[config.mk]
export PLATFORM = sky130hd
export DESIGN_NAME = ps2_host_ctrl
export DESIGN_NICKNAME = d
export VERILOG_FILES = /design/src/rtl/ps2_host_ctrl.sv
export SDC_FILE = /design/constraint.sdc
export NUM_CORES = 1
export LEC_CHECK = 0
export CORE_AREA = 4 4 79 81
export CTS_CLUSTER_DIAMETER = 200
export DETAILED_ROUTE_END_ITERATION = 12
export DIE_AREA = 0 0 83 85
export PLACE_DENSITY_LB_ADDON = 0.1
export SLEW_MARGIN = 25
export SYNTH_ARGS = -nofsm -noshare
export SYNTH_HDL_FRONTEND = slang
export SYNTH_SLANG_ARGS = --single-unit
export TNS_END_PERCENT = 30
[constraint.sdc]
create_clock -name clk -period 6 [get_ports clk]
set_input_delay 1.8 -clock clk [delete_from_list [all_inputs] [get_ports clk]]
set_output_delay 1.8 -clock clk [all_outputs]
set_load 0.03 [all_outputs]
[src/rtl/ps2_host_ctrl.sv]
// PS/2 host link controller: receives device frames and sends host commands
// over the open-drain clock/data pair, with inhibit, ACK handling and timeouts.
module ps2_host_ctrl #(
   parameter int INHIBIT_CYCLES = 1600,
   parameter int TIMEOUT_CYCLES = 32000
) (
   input  logic       clk,
   input  logic       rst_n,
   input  logic       ps2_clk_in,
   input  logic       ps2_data_in,
   output logic       ps2_clk_oe,
   output logic       ps2_data_oe,
   output logic [7:0] rx_data,
   output logic       rx_valid,
   output logic       rx_err,
   input  logic [7:0] tx_data,
   input  logic       tx_valid,
   output logic       tx_ready,
   output logic       tx_done,
   output logic       tx_err,
   output logic       busy
);

   localparam int MAX_CYC = (INHIBIT_CYCLES > TIMEOUT_CYCLES) ? INHIBIT_CYCLES : TIMEOUT_CYCLES;
   localparam int CNT_W   = $clog2(MAX_CYC + 1);
   localparam logic [CNT_W-1:0] INHIBIT_LAST = CNT_W'(INHIBIT_CYCLES - 1);
   localparam logic [CNT_W-1:0] START_AT     = CNT_W'(INHIBIT_CYCLES - 2);
   localparam logic [CNT_W-1:0] TIMEOUT_LAST = CNT_W'(TIMEOUT_CYCLES - 1);

   typedef enum logic [2:0] {
      IDLE, RX, TX_INHIBIT, TX_START, TX_BITS, TX_ACK, TX_WAIT
   } state_t;

   state_t           state;
   logic             clk_meta, clk_s, clk_s_prev;
   logic             data_meta, data_s;
   logic [CNT_W-1:0] cnt;
   logic [3:0]       bit_cnt;
   logic [9:0]       rx_frame;
   logic [10:0]      rx_next;
   logic [9:0]       tx_shift;
   logic             ack_ok;
   logic             fall, active, timeout, frame_good;

   always_ff @(posedge clk or negedge rst_n) begin
      if (!rst_n) begin
         clk_meta   <= 1'b0;
         clk_s      <= 1'b0;
         clk_s_prev <= 1'b0;
         data_meta  <= 1'b0;
         data_s     <= 1'b0;
      end else begin
         clk_meta   <= ps2_clk_in;
         clk_s      <= clk_meta;
         clk_s_prev <= clk_s;
         data_meta  <= ps2_data_in;
         data_s     <= data_meta;
      end
   end

   assign fall       = clk_s_prev & ~clk_s;
   assign rx_next    = {data_s, rx_frame};
   assign frame_good = ~rx_next[0] & rx_next[10] & (^rx_next[9:1]);
   assign active     = state inside {RX, TX_START, TX_BITS, TX_ACK, TX_WAIT};
   assign timeout    = active & ~fall & (cnt == TIMEOUT_LAST);
   assign tx_ready   = (state == IDLE) & clk_s;
   assign busy       = (state != IDLE);

   always_ff @(posedge clk or negedge rst_n) begin
      if (!rst_n) begin
         state       <= IDLE;
         cnt         <= '0;
         bit_cnt     <= '0;
         rx_frame    <= '0;
         tx_shift    <= '0;
         ack_ok      <= 1'b0;
         ps2_clk_oe  <= 1'b0;
         ps2_data_oe <= 1'b0;
         rx_data     <= 8'h00;
         rx_valid    <= 1'b0;
         rx_err      <= 1'b0;
         tx_done     <= 1'b0;
         tx_err      <= 1'b0;
      end else begin
         rx_valid <= 1'b0;
         rx_err   <= 1'b0;
         tx_done  <= 1'b0;
         tx_err   <= 1'b0;
         if (fall) cnt <= '0;
         else      cnt <= cnt + 1'b1;

         if (timeout) begin
            ps2_clk_oe  <= 1'b0;
            ps2_data_oe <= 1'b0;
            if (state == RX) rx_err <= 1'b1;
            else             tx_err <= 1'b1;
            state <= IDLE;
            cnt   <= '0;
         end else begin
            case (state)
               IDLE: begin
                  cnt <= '0;
                  if (fall) begin
                     rx_frame <= {data_s, 9'b0};
                     bit_cnt  <= 4'd1;
                     state    <= RX;
                  end else if (tx_valid && tx_ready) begin
                     tx_shift   <= {1'b1, ~^tx_data, tx_data};
                     ps2_clk_oe <= 1'b1;
                     state      <= TX_INHIBIT;
                  end
               end
               RX: begin
                  if (fall) begin
                     rx_frame <= rx_next[10:1];
                     bit_cnt  <= bit_cnt + 4'd1;
                     if (bit_cnt == 4'd10) begin
                        if (frame_good) begin
                           rx_data  <= rx_next[8:1];
                           rx_valid <= 1'b1;
                        end else begin
                           rx_err <= 1'b1;
                        end
                        state <= IDLE;
                     end
                  end
               end
               // Our own clock pull-down produces a fall here, so the inhibit count ignores falls.
               TX_INHIBIT: begin
                  cnt <= cnt + 1'b1;
                  if (cnt == START_AT) ps2_data_oe <= 1'b1;
                  if (cnt == INHIBIT_LAST) begin
                     ps2_clk_oe <= 1'b0;
                     cnt        <= '0;
                     state      <= TX_START;
                  end
               end
               TX_START: begin
                  if (fall) begin
                     ps2_data_oe <= ~tx_shift[0];
                     tx_shift    <= {1'b1, tx_shift[9:1]};
                     bit_cnt     <= 4'd1;
                     state       <= TX_BITS;
                  end
               end
               TX_BITS: begin
                  if (fall) begin
                     tx_shift <= {1'b1, tx_shift[9:1]};
                     bit_cnt  <= bit_cnt + 4'd1;
                     if (bit_cnt == 4'd9) begin
                        ps2_data_oe <= 1'b0;
                        state       <= TX_ACK;
                     end else begin
                        ps2_data_oe <= ~tx_shift[0];
                     end
                  end
               end
               TX_ACK: begin
                  if (fall) begin
                     ack_ok <= ~data_s;
                     if (data_s) tx_err <= 1'b1;
                     state <= TX_WAIT;
                  end
               end
               TX_WAIT: begin
                  if (clk_s && data_s) begin
                     tx_done <= ack_ok;
                     cnt     <= '0;
                     state   <= IDLE;
                  end
               end
               default: state <= IDLE;
            endcase
         end
      end
   end

endmodule
==> reports/summary.md <==
- 26 — maximum fanout count along the critical path
- 181 — starting DRC count in detailed routing
- finished clean — result of the run
- 0.07 ns — Worst-path clk slew
- false — RSZ-0062 raised after global routing
- 62 — clock sink total
- 0 — antenna violations before repair
- 2 — maximum number of buffers from clock root to sink
- 50 — Synth cell types
- 3.990 ns — time the worst path needs with I/O delays and setup
- sky130_fd_sc_hd__dfrtp_1 — ys flop type
- 0 — final count of negative-setup-slack endpoints
- 63 — maximum number of pins on one net before global-route repair
- 319 — Syn Inst Count
- 14.51% — synthesis-to-layout area growth
- primary output — crit path capture type
- 0 — overflow left after global routing
- 0.69 ns — biggest cell delay along the critical path
- flop to primary output — worst setup path class
- 0.3411 — Worst slew margin
- flop — element type at the critical path start
- 0.005473 sq mm — area inside the core boundary
- 0.04272 — met3 GRT Util
- 14.28 um — mean routed wirelength per cell
- 0 — final antenna diode count
- 1.000 — post-synthesis async set-or-reset flop share
- 4 — iteration count of the initial detailed-routing pass
- 371.4 mW/mm^2 — Power per Cell Area
- 0.009574 ns — Layout Skew
- 0 — Synth Warn #
- 28 — total of buffers placed on input and output ports
- 0.003243 sq mm — synthesized area
- sky130_fd_sc_hd__clkbuf_8 — CTS Root Buffer Type
- sky130_fd_sc_hd__clkdlybuf4s50_1 — Crit-path slowest cell
- 2365 — routed via count
- 0 — number of hold violations in the final report
- 0.5926 — effective utilization at floorplan
- 0 — pins over their slew limit
- 0.8821 — placer congestion estimate
- nor3_1, and2_1, clkdlybuf4s50_1 — cell-by-cell trace of the critical path
- 29 — number of primary I/O pins
- 362 — # nets final
- 0.35 ns — source-to-sink clock delay at the later pin of the worst-skew pair
- flop to flop — worst min path class
- 0.2814 mV — peak ir drop on the vdd network
- 0 — number of synthesized flops with an enable pin
- 0 — DRC errors left
- 83 um — die width
- 27 — row count
- 0 — PostCTS Resize Cnt
- 0.007055 sq mm — DIE AREA
- 0 — Post-DRT Antenna Nets
- 10570 um — wire length of the first global-routing pass
- 0 ns — Post-Route Setup TNS
- 0.6786 — final core utilization
- 4041 um — detailed placer's ending HPWL
- 0 — count of maximum capacitance violations
- 0.2697 — M2 GR Usage
- 0 — number of buffers inserted to repair setup after CTS
- 437 — number of filler instances in the final layout
- 0.1865 — Overall Global Routing Usage
- 0.2607 — met1 Usage GRT
- 6012 um — total length of routed wires
- 0.4784 — fraction of the yosys area taken by sequential cells
- 1.569 nW — reported leakage power
- 2.19 ns — arrival time worst endpoint
- 0.1347 — layout cell share with drive strength beyond 1
- met2 — GRT busiest layer
- done — clock tree from TritonCTS
- 3 — total number of H-tree levels
- 0.9864 ns — measured slew at the worst slew-check pin
- 250.6 MHz — fmax
- sky130_fd_sc_hd__dfrtp_1 (62), sky130_fd_sc_hd__nand2_1 (31), sky130_fd_sc_hd__nor2_1 (27), sky130_fd_sc_hd__clkdlybuf4s50_1 (27), sky130_fd_sc_hd__xnor2_1 (18) — most used cells in the layout excluding fill and tap cells
- 4.20 ns — worst path required time
- sky130_fd_sc_hd__dfrtp_1 — most common library cell in the layout ignoring fill and taps
- 9 — number of CTS-inserted buffers
- 85 um — die height
- 62 — register bit total from synthesis
- 337 — post-synth net total
- 10.17 sq um — mean post-synth cell area
- 0 — quantity of hold-fixing buffers added after cts
- 0.6651 — Period Utilization, post-route
- 5.618 — detailed-route vias per instance
- 3.36 ns — flop-to-flop setup slack
- 2221 — via count of the first global-routing pass
## cell type report
type,instances,area (sq um),area share
Multi-Input combinational cell,234,1563,0.4208
Sequential cell,62,1551,0.4178
Timing Repair Buffer,29,282.8,0.07615
Clock buffer,9,123.9,0.03336
Tap cell,72,90.09,0.02426
Clock inverter,7,72.57,0.01954
Inverter,8,30.03,0.008086
## state kept, by name (all words and copies together), names as in the netlist, 3 cells and up
name,count
rx_frame,10
bit_cnt,4
state,3
tx_shift,10
cnt,15
rx_data,8
## kinds of logic after synthesis
kind of cell	synth area share
muxes	0.06829
and+or+nand+nor	0.2107
AOI/OAI and AO/OA	0.1038
buffers and inverters	0.03974
DFF	0.4784
xor gates and xnor gates	0.07986
adders and majority gates	0.01929
## worst paths after layout
path | depth (start not counted) | end | startpoint
max | 3 | tx_ready | state[0]$_DFFE_PN0P_
min | 0 | data_s$_DFF_PN0_ | data_meta$_DFF_PN0_
max reg2reg | 5 | tx_shift[2]$_DFFE_PN0P_ | state[2]$_DFFE_PN0P_
min reg2reg | 0 | data_s$_DFF_PN0_ | data_meta$_DFF_PN0_
max in group asynchronous | 2 | cnt[3]$_DFF_PN0_ | rst_n
min in group asynchronous | 2 | cnt[10]$_DFF_PN0_ | rst_n
## per-stage QoR
| stage | setup WS (ns) | power, mW | std cells | hold WS, ns | instance area, sq um |
|---|---|---|---|---|---|
| 2_1_floorplan | 3.117 | 0.9487 | 319 | 0.3312 | 3243 |
| 3_3_place_gp | 2.411 | 1.012 | 405 | 0.3345 | 3517 |
| 3_5_place_dp | 2.403 | 1.022 | 405 | 0.3381 | 3517 |
| 4_1_cts | 2.001 | 1.390 | 421 | 0.3527 | 3714 |
| 5_1_grt | 1.883 | 1.482 | 421 | 0.3609 | 3714 |
| 6_report | 2.010 | 1.379 | 421 | 0.3455 | 3714 |
## cells in the mapped netlist, drive strengths merged (2+ instances only)
| library cell | n | area share |
|---|---|---|
| nand2 | 31 | 0.036 |
| mux2i | 12 | 0.037 |
| buf | 6 | 0.020 |
| a2111oi | 2 | 0.0054 |
| nand3 | 12 | 0.019 |
| and3 | 6 | 0.012 |
| nor2b | 5 | 0.0096 |
| nor3 | 8 | 0.012 |
| clkbuf | 9 | 0.010 |
| a31oi | 2 | 0.0039 |
| and2 | 2 | 0.0039 |
| dfrtp | 62 | 0.48 |
| inv | 8 | 0.0093 |
| a221o | 2 | 0.0062 |
| nor4bb | 2 | 0.0062 |
| and4 | 2 | 0.0062 |
| a32oi | 3 | 0.0081 |
| o21ai | 18 | 0.029 |
| or3b | 2 | 0.0054 |
| nor2 | 37 | 0.051 |
| a21oi | 18 | 0.029 |
| mux2 | 9 | 0.031 |
| nand2b | 6 | 0.012 |
| xor2 | 9 | 0.024 |
| xnor2 | 18 | 0.049 |
| nor4 | 4 | 0.012 |
| ha | 5 | 0.019 |
| nand4 | 3 | 0.0058 |
| and3b | 3 | 0.0081 |
## report_power, final
group	internal, mW	switching (mW)
registers	0.494	0.0998
logic	0.191	0.230
clock network	0.192	0.173
total	0.877	0.503
## worst max-delay path: cells and delay by family (launching register included)
kind | cells | cell delay (ns)
DFF | 1 | 0.64
and+or+nand+nor | 2 | 0.51
buffers and inverters | 1 | 0.69
## per-layer routing
layer	part of all wire	up-vias
met5	0	-
met4	0.020	0
met3	0.056	10
met2	0.45	56
met1	0.47	1143
li1	-	1156
(Power assumes the default switching activity.)
